$ cat config.mk
export PLATFORM = sky130hd
export DESIGN_NAME = fb_scanout
export DESIGN_NICKNAME = d
export VERILOG_FILES = /design/src/rtl/fb_scanout.sv
export SDC_FILE = /design/constraint.sdc
export NUM_CORES = 1
export LEC_CHECK = 0
export ABC_AREA = 1
export CORE_ASPECT_RATIO = 1.25
export CORE_MARGIN = 3
export CORE_UTILIZATION = 44
export DETAILED_ROUTE_END_ITERATION = 10
export GPL_TIMING_DRIVEN = 0
export HOLD_SLACK_MARGIN = 0.12
export PLACE_DENSITY_LB_ADDON = 0.05
export RECOVER_POWER = 25
export SKIP_LAST_GASP = 1
export SLEW_MARGIN = 20
export SYNTH_ARGS = -nofsm -noshare
export SYNTH_HDL_FRONTEND = slang
export SYNTH_SLANG_ARGS = --single-unit
$ cat constraint.sdc
create_clock -name vclock -period 1.8 [get_ports vclock]
set_clock_uncertainty 0.2 [all_clocks]
set_input_delay 0.45 -clock vclock [delete_from_list [all_inputs] [get_ports vclock]]
set_output_delay 0.45 -clock vclock [all_outputs]
set_load 0.02 [all_outputs]
$ cat src/rtl/fb_scanout.sv
// Framebuffer scan-out: 4x-scaled 256x192 RGB332 double buffer read behind an XVGA
// timing generator, with sync/blank re-aligned to the pixel pipeline.
module fb_scanout #(
  parameter int RD_LAT      = 2,
  parameter int SCALE_SHIFT = 2
) (
  input  logic        vclock,
  input  logic        reset_n,
  input  logic [10:0] hcount,
  input  logic [9:0]  vcount,
  input  logic        hsync,
  input  logic        vsync,
  input  logic        blank,
  output logic [16:0] fb_addr,
  output logic        fb_rd_en,
  input  logic [7:0]  fb_data,
  input  logic        swap_req,
  output logic        swap_ack,
  output logic        back_buf,
  output logic        frame_start,
  output logic [15:0] frame_count,
  output logic [11:0] rgb,
  output logic        hsync_out,
  output logic        vsync_out,
  output logic        blank_out
);

  localparam int L = RD_LAT + 2;

  typedef enum logic {IDLE, PENDING} state_t;

  state_t      state, state_nx;
  logic        front_buf, front_nx, ack_nx;
  logic        vblank_start;
  logic [7:0]  fb_x, fb_y;
  logic [L-1:0] hs_p, vs_p, bl_p;
  logic        unused_bits;

  function automatic logic [11:0] expand_rgb332(input logic [7:0] d);
    return {d[7:5], d[7], d[4:2], d[4], d[1:0], d[1:0]};
  endfunction

  assign vblank_start = (hcount == 11'd0) && (vcount == 10'd768);
  assign fb_x         = hcount[SCALE_SHIFT +: 8];
  assign fb_y         = vcount[SCALE_SHIFT +: 8];
  assign unused_bits  = ^{hcount, vcount};

  // Address stage, then RD_LAT BRAM cycles, then the colour stage; sync/blank
  // ride a matching L-deep shift register (bit 0 newest).
  always_ff @(posedge vclock) begin
    if (!reset_n) begin
      fb_addr  <= '0;
      fb_rd_en <= 1'b0;
      hs_p     <= '1;
      vs_p     <= '1;
      bl_p     <= '1;
      rgb      <= '0;
    end else begin
      fb_addr  <= {front_buf, fb_y, fb_x};
      fb_rd_en <= ~blank;
      hs_p     <= {hs_p[L-2:0], hsync};
      vs_p     <= {vs_p[L-2:0], vsync};
      bl_p     <= {bl_p[L-2:0], blank};
      // bl_p[L-2] is the blank that accompanied the address now returning as fb_data.
      rgb      <= bl_p[L-2] ? 12'h000 : expand_rgb332(fb_data);
    end
  end

  assign hsync_out = hs_p[L-1];
  assign vsync_out = vs_p[L-1];
  assign blank_out = bl_p[L-1];
  assign back_buf  = ~front_buf;

  always_ff @(posedge vclock) begin
    if (!reset_n) begin
      state       <= IDLE;
      front_buf   <= 1'b0;
      swap_ack    <= 1'b0;
      frame_start <= 1'b0;
      frame_count <= '0;
    end else begin
      state       <= state_nx;
      front_buf   <= front_nx;
      swap_ack    <= ack_nx;
      frame_start <= (hcount == 11'd0) && (vcount == 10'd0);
      if (vblank_start)
        frame_count <= frame_count + 16'd1;
    end
  end

  // A request seen on the vblank-start cycle itself only arms PENDING, so the
  // buffer flips one full frame later and never during active scan.
  always_comb begin
    state_nx = state;
    front_nx = front_buf;
    ack_nx   = 1'b0;
    case (state)
      IDLE: begin
        if (swap_req)
          state_nx = PENDING;
      end
      PENDING: begin
        if (vblank_start) begin
          front_nx = ~front_buf;
          ack_nx   = 1'b1;
          state_nx = IDLE;
        end
      end
      default: state_nx = IDLE;
    endcase
  end

endmodule

==> results.json, run 1 <==
{
  "timing.setup.tns_ns": 0,
  "critical_path.cell_chain": "clkdlybuf4s15_1",
  "clk_latency_ns": 0.34,
  "critPathMaxFanout": 6,
  "track_usage": 0.181,
  "finalHoldViolations": 0,
  "via_to_cell_ratio": 4.64,
  "final_common_cell": "sky130_fd_sc_hd__nand2_1",
  "placementRows": 28,
  "fillerInstances": 419,
  "ios": 87,
  "dp_worst_setup_slack_ns": -0.347,
  "met2_track_demand_over_resource": 0.342,
  "cts_inserted_buffers": 9,
  "detail_route.wl_per_cell_microns": 12.0,
  "final_cell_mix": "sky130_fd_sc_hd__nand2_1 (72), sky130_fd_sc_hd__dfxtp_1 (57), sky130_fd_sc_hd__inv_1 (43)",
  "syn_nets": 332,
  "die_x_microns": 70.7,
  "finalSetupViolations": 0,
  "cts_max_path_buffers": 2,
  "dpl.hpwl_mm": 3.93,
  "area.growth.synth_to_final_pct": 52.0,
  "totalWireLength_mm": 5.54,
  "period_needed_ns": 1.76,
  "hold_depth": 3,
  "timing.final.crit_share": 0.980,
  "hold_start": "vcount[2]",
  "clk_pin_slew_worst_paths_ns": 0.07,
  "holdWs_ns": 0.138,
  "tightest_slew_ns": 0.455,
  "timing.slew.headroom": 0.697,
  "detailroute.via_count": 2136,
  "finalNetCount": 431,
  "min_delay_worst_endpoint": "fb_addr[8]",
  "max-vdd-ir-drop_uv": 868,
  "floorplan.initialDensity": 0.470,
  "final_max_slew_viol_count": 0,
  "antenna_left": 0,
  "busiest_layer": "met2",
  "regToRegSetupSlack_ns": 0.13,
  "outcome": "completed",
  "timing.critical_path.to_type": "output port",
  "gr-usage-met1": 0.169,
  "power.leakage_nw": 1.79,
  "post-place-cells": 441,
  "netlist_area_sq_um": 2300,
  "critPathMaxStageDelay_ns": 0.44,
  "power.density_nw_per_um2": 784,
  "sequential_to_total_area_share_from_yosys_stat": 0.504,
  "drtIter0Drc": 77,
  "postSynthAreaPerCell_sq_um": 7.78,
  "max_cap_violations": 0,
  "rr_startpoint": "frame_count[2]",
  "fmaxAchievable_mhz": 567,
  "rsz0062_at_grt": "yes",
  "antenna_found_initial": 0,
  "clock-sinks": 58,
  "layout-drive-gt1-share": 0.190,
  "timing.critical_path.buf_inv": 1,
  "die-area_sq_um": 6140,
  "layout.cells.non_filler": 460,
  "postSynthRegisterBits": 58,
  "seq_area_sq_um": 1160,
  "cts_tree": "yes",
  "gp_congestion": 0.825,
  "ys.warnings.count": 0,
  "min_path_type": "primary input to register",
  "critical_path.reg2reg.endpoint": "frame_count[15]",
  "grt_max_degree": 12,
  "grt_overflow": 0,
  "worstRegToRegCells": 7,
  "clock-root-buffer": "sky130_fd_sc_hd__clkbuf_8",
  "critPathKind": "register to output port",
  "synthCells": 296,
  "first_global_vias": 2039,
  "fin_ws_ns": 0.0365,
  "timing.critical_path.slowest_stage_cell": "sky130_fd_sc_hd__dfxtp_1",
  "detail_route.drc_violations": 0,
  "met3_capacity_usage_during_global_routing": 0.0785,
  "finish.utilization": 0.714,
  "kind_of_start_point_of_the_critical_path": "register",
  "first_pass_grt_wire_length_mm": 8.72,
  "post_synth_num_cell_types": 24,
  "clock_tree.htree_level_count": 3,
  "dr.pass1.iters": 4,
  "timing.critical_path.arrival_ns": 1.11,
  "antennaDiodeCount": 0,
  "cp.required_ns": 1.15,
  "floorplan.core_area_sq_um": 4900,
  "multi_input_comb_area_sq_um": 953,
  "die-height_microns": 86.9,
  "port-buffer-count": 85,
  "critPathTopFamily": "flip-flops"
}
[repair_timing]
item | CTS | global route
hold buffers | 0 | 0
pin swaps | 1 | 19
gates cloned | 0 | 2
resized for setup | 54 | 43
setup endpoints to repair | 63 | 28
endpoints found under the hold margin | 0 | 0
setup buffers | 1 | 0
[power by group]
part,switching [mW],internal [mW]
combinational,0.101,0.105
sequential,0.00749,1.32
clock,0.537,0.678
total,0.645,2.10
[cell usage after synthesis]
cell	n	area, sq um
sky130_fd_sc_hd__a21oi_1	3	15.0
sky130_fd_sc_hd__o21ai_0	1	5.00
sky130_fd_sc_hd__buf_2	1	5.00
sky130_fd_sc_hd__inv_1	43	161
sky130_fd_sc_hd__nor3_1	3	15.0
sky130_fd_sc_hd__nor2_1	42	158
sky130_fd_sc_hd__nor2_4	1	11.3
sky130_fd_sc_hd__buf_4	5	37.5
sky130_fd_sc_hd__nand3b_1	2	15.0
sky130_fd_sc_hd__clkbuf_1	4	15.0
sky130_fd_sc_hd__buf_12	1	20.0
sky130_fd_sc_hd__xor2_1	2	17.5
sky130_fd_sc_hd__nand3_1	14	70.1
sky130_fd_sc_hd__nand2_2	7	43.8
sky130_fd_sc_hd__nand2_1	75	282
sky130_fd_sc_hd__buf_8	1	15.0
sky130_fd_sc_hd__and2_1	1	6.26
sky130_fd_sc_hd__dfxtp_1	58	1160
sky130_fd_sc_hd__ha_1	1	12.5
sky130_fd_sc_hd__nor2_2	2	12.5
sky130_fd_sc_hd__or2_2	11	68.8
sky130_fd_sc_hd__a21oi_2	12	105
sky130_fd_sc_hd__nand4_1	5	31.3
sky130_fd_sc_hd__nor2_8	1	20.0
[stage by stage]
| stage | instance area [sq um] | total power, mW |
|---|---|---|
| after floorplan | 2300 | 1.44 |
| after global placement | 3230 | 1.57 |
| after detailed placement | 3230 | 1.58 |
| after CTS | 3380 | 2.77 |
| after global routing | 3500 | 2.85 |
| final | 3500 | 2.74 |
[metal layers]
metal  wire length, microns  up-vias
met5                      0        -
met4                     86        0
met3                    465        9
met2                   3000       74
met1                   1990      962
li1                       -     1091
[registers in the layout, summed over array words and instances, names as in the netlist]
signal       cells
state            1
vs_p             4
hs_p             4
swap_ack         1
fb_addr         17
front_buf        1
rgb              8
frame_start      1
frame_count     16
bl_p             4
fb_rd_en         1
[worst max path at each step]
stage,from,to,slack [ns],cells past startpoint
after CTS,frame_count[5],frame_count[5],-0.009,1
final,frame_count[10],frame_count[10],0.04,1
after global routing,frame_count[2],frame_count[15],-0.01,7
after global placement,hcount[9],frame_count[10],-0.33,10
after detailed placement,hcount[9],frame_count[10],-0.35,10
after floorplan,frame_count[1],frame_count[12],0.12,8
[cells by family after synthesis]
logic type,share of synthesized area
and+or+nand+nor,0.318
DFF,0.504
adders and majority gates,0.00543
AOI/OAI and AO/OA,0.0543
xor gates and xnor gates,0.00761
buffers and inverters,0.110
[area by class of cell]
class / instances / share of cell area
inverter: 43 / 0.0461
sequential: 58 / 0.332
clock inverter: 6 / 0.0186
multi-input combinational: 184 / 0.272
tap: 60 / 0.0214
buffer: 12 / 0.0264
timing repair buffer: 87 / 0.244
clock buffer: 10 / 0.0393
[worst min-delay path, delay by kind of cell]
| family | cells | cell delay, ns |
|---|---|---|
| and+or+nand+nor | 1 | 0.05 |
| buffers and inverters | 2 | 0.14 |
Note: power is estimated with default switching activity, not from simulation.
==> run 2, diff against run 1 <==
- clock period: 1.8 -> 1.9 ns (I/O delays scaled with it)
==> results.json, run 2 (synthesis results as in run 1) <==
{
  "die-height_microns": 86.9,
  "finalHoldViolations": 0,
  "critical_path.cell_chain": "dlygate4sd2_1",
  "critPathTopFamily": "flip-flops",
  "cts_max_path_buffers": 2,
  "gp_congestion": 0.825,
  "finish.utilization": 0.694,
  "outcome": "completed",
  "max_ffs_per_register": 17,
  "min_path_type": "primary input to register",
  "p_int_mw": 1.99,
  "timing.critical_path.to_type": "output port",
  "power.clock.fraction": 0.441,
  "timing.critical_path.buf_inv": 1,
  "totalWireLength_mm": 5.32,
  "power.leakage_nw": 1.73,
  "holdWs_ns": 0.172,
  "tightest_slew_ns": 0.447,
  "period_needed_ns": 1.83,
  "fin_ws_ns": 0.0702,
  "timing.setup.tns_ns": 0,
  "grt_overflow": 0,
  "critPathMaxStageDelay_ns": 0.44,
  "grt_max_degree": 12,
  "fillerInstances": 442,
  "timing.final.crit_share": 0.963,
  "kind_of_start_point_of_the_critical_path": "register",
  "timing.critical_path.arrival_ns": 1.15,
  "switching_portion_of_total_power": 0.232,
  "first_global_vias": 2029,
  "clock-root-buffer": "sky130_fd_sc_hd__clkbuf_8",
  "placementRows": 28,
  "cts_tree": "yes",
  "layout-drive-gt1-share": 0.151,
  "final_common_cell": "sky130_fd_sc_hd__nand2_1",
  "final_max_slew_viol_count": 0,
  "post-place-cells": 441,
  "dpl.hpwl_mm": 3.93,
  "antennaDiodeCount": 0,
  "finish.instance_area_sq_um": 3400,
  "clock_tree.htree_level_count": 3,
  "clock-sinks": 58,
  "clk_pin_slew_worst_paths_ns": 0.07,
  "area.growth.synth_to_final_pct": 47.8,
  "power.density_nw_per_um2": 761,
  "top_reg_by_flops": "fb_addr",
  "fmaxAchievable_mhz": 547,
  "seq_power_share": 0.484,
  "timing.slew.headroom": 0.702,
  "critPathKind": "register to output port",
  "dr.pass1.iters": 4,
  "max_cap_violations": 0,
  "layout.cells.non_filler": 458,
  "cts_inserted_buffers": 9,
  "detail_route.drc_violations": 0,
  "detail_route.wl_per_cell_microns": 11.6,
  "floorplan.initialDensity": 0.470,
  "port-buffer-count": 85,
  "detailroute.via_count": 2066,
  "ios": 87,
  "drtIter0Drc": 100,
  "antenna_found_initial": 0,
  "power.total_mw": 2.59,
  "final_cell_mix": "sky130_fd_sc_hd__nand2_1 (74), sky130_fd_sc_hd__dfxtp_1 (58), sky130_fd_sc_hd__dlygate4sd2_1 (52)",
  "antenna_left": 0,
  "placed_cell_area_sq_um": 3230,
  "multi_input_comb_area_sq_um": 891,
  "critPathMaxFanout": 6,
  "first_pass_grt_wire_length_mm": 8.68,
  "cp.required_ns": 1.22,
  "finalNetCount": 429,
  "clk_latency_ns": 0.33,
  "timing.critical_path.slowest_stage_cell": "sky130_fd_sc_hd__dfxtp_1",
  "reg_top3": "fb_addr (17), frame_count (16), rgb (8)",
  "finalSetupViolations": 0,
  "floorplan.core_area_sq_um": 4900,
  "via_to_cell_ratio": 4.51,
  "cts_hold_repair.buffers": 0,
  "regToRegSetupSlack_ns": 0.15,
  "die_x_microns": 70.7,
  "die-area_sq_um": 6140,
  "seq_area_sq_um": 1160,
  "power.combinational.fraction": 0.075,
  "max-vdd-ir-drop_uv": 823,
  "track_usage": 0.180,
  "power_switching_mw": 0.601,
  "dp_worst_setup_slack_ns": -0.272
}
run 2: layout make-up:
type / instances / area share
Inverter: 43 / 0.0474
Buffer: 12 / 0.0272
Clock buffer: 10 / 0.0404
Clock inverter: 6 / 0.0191
Tap cell: 60 / 0.0221
Multi-Input combinational cell: 183 / 0.262
Sequential cell: 58 / 0.341
Timing Repair Buffer: 86 / 0.241
run 2: metal layers:
layer,part of all wire,vias up,track usage
li1,-,1086,-
met1,0.37,909,0.170
met2,0.53,65,0.338
met3,0.084,6,0.0785
met4,0.014,0,0.0701
met5,0,-,0
run 2: path summary, 6_finish.rpt:
| kind | cells past startpoint | end | start |
|---|---|---|---|
| max reg2reg | 8 | frame_count[12] | frame_count[0] |
| min reg2reg | 1 | vs_p[3] | vs_p[2] |
| max | 1 | frame_count[11] | frame_count[11] |
| min | 3 | fb_addr[10] | vcount[4] |
run 2: power by group through the flow:
stage / registers [mW] / logic, mW / clock network, mW
after global placement: 1.28 / 0.210 / 0
after floorplan: 1.31 / 0.0556 / 0
after detailed placement: 1.28 / 0.214 / 0
final: 1.25 / 0.194 / 1.14
after CTS: 1.25 / 0.199 / 1.17
after global routing: 1.26 / 0.215 / 1.23
run 2: repair_timing:
action	CTS	global route
resized for setup	52	5
setup buffers	0	0
endpoints found under the setup margin	52	14
pin swaps	0	7
cloned	0	1
endpoints found under the hold margin	0	0
run 2: worst min-delay path: stages:
cell and delay [ns]:
sky130_fd_sc_hd__dlymetal6s2s_1 0.10, sky130_fd_sc_hd__nand2_1 0.05, sky130_fd_sc_hd__inv_1 0.04
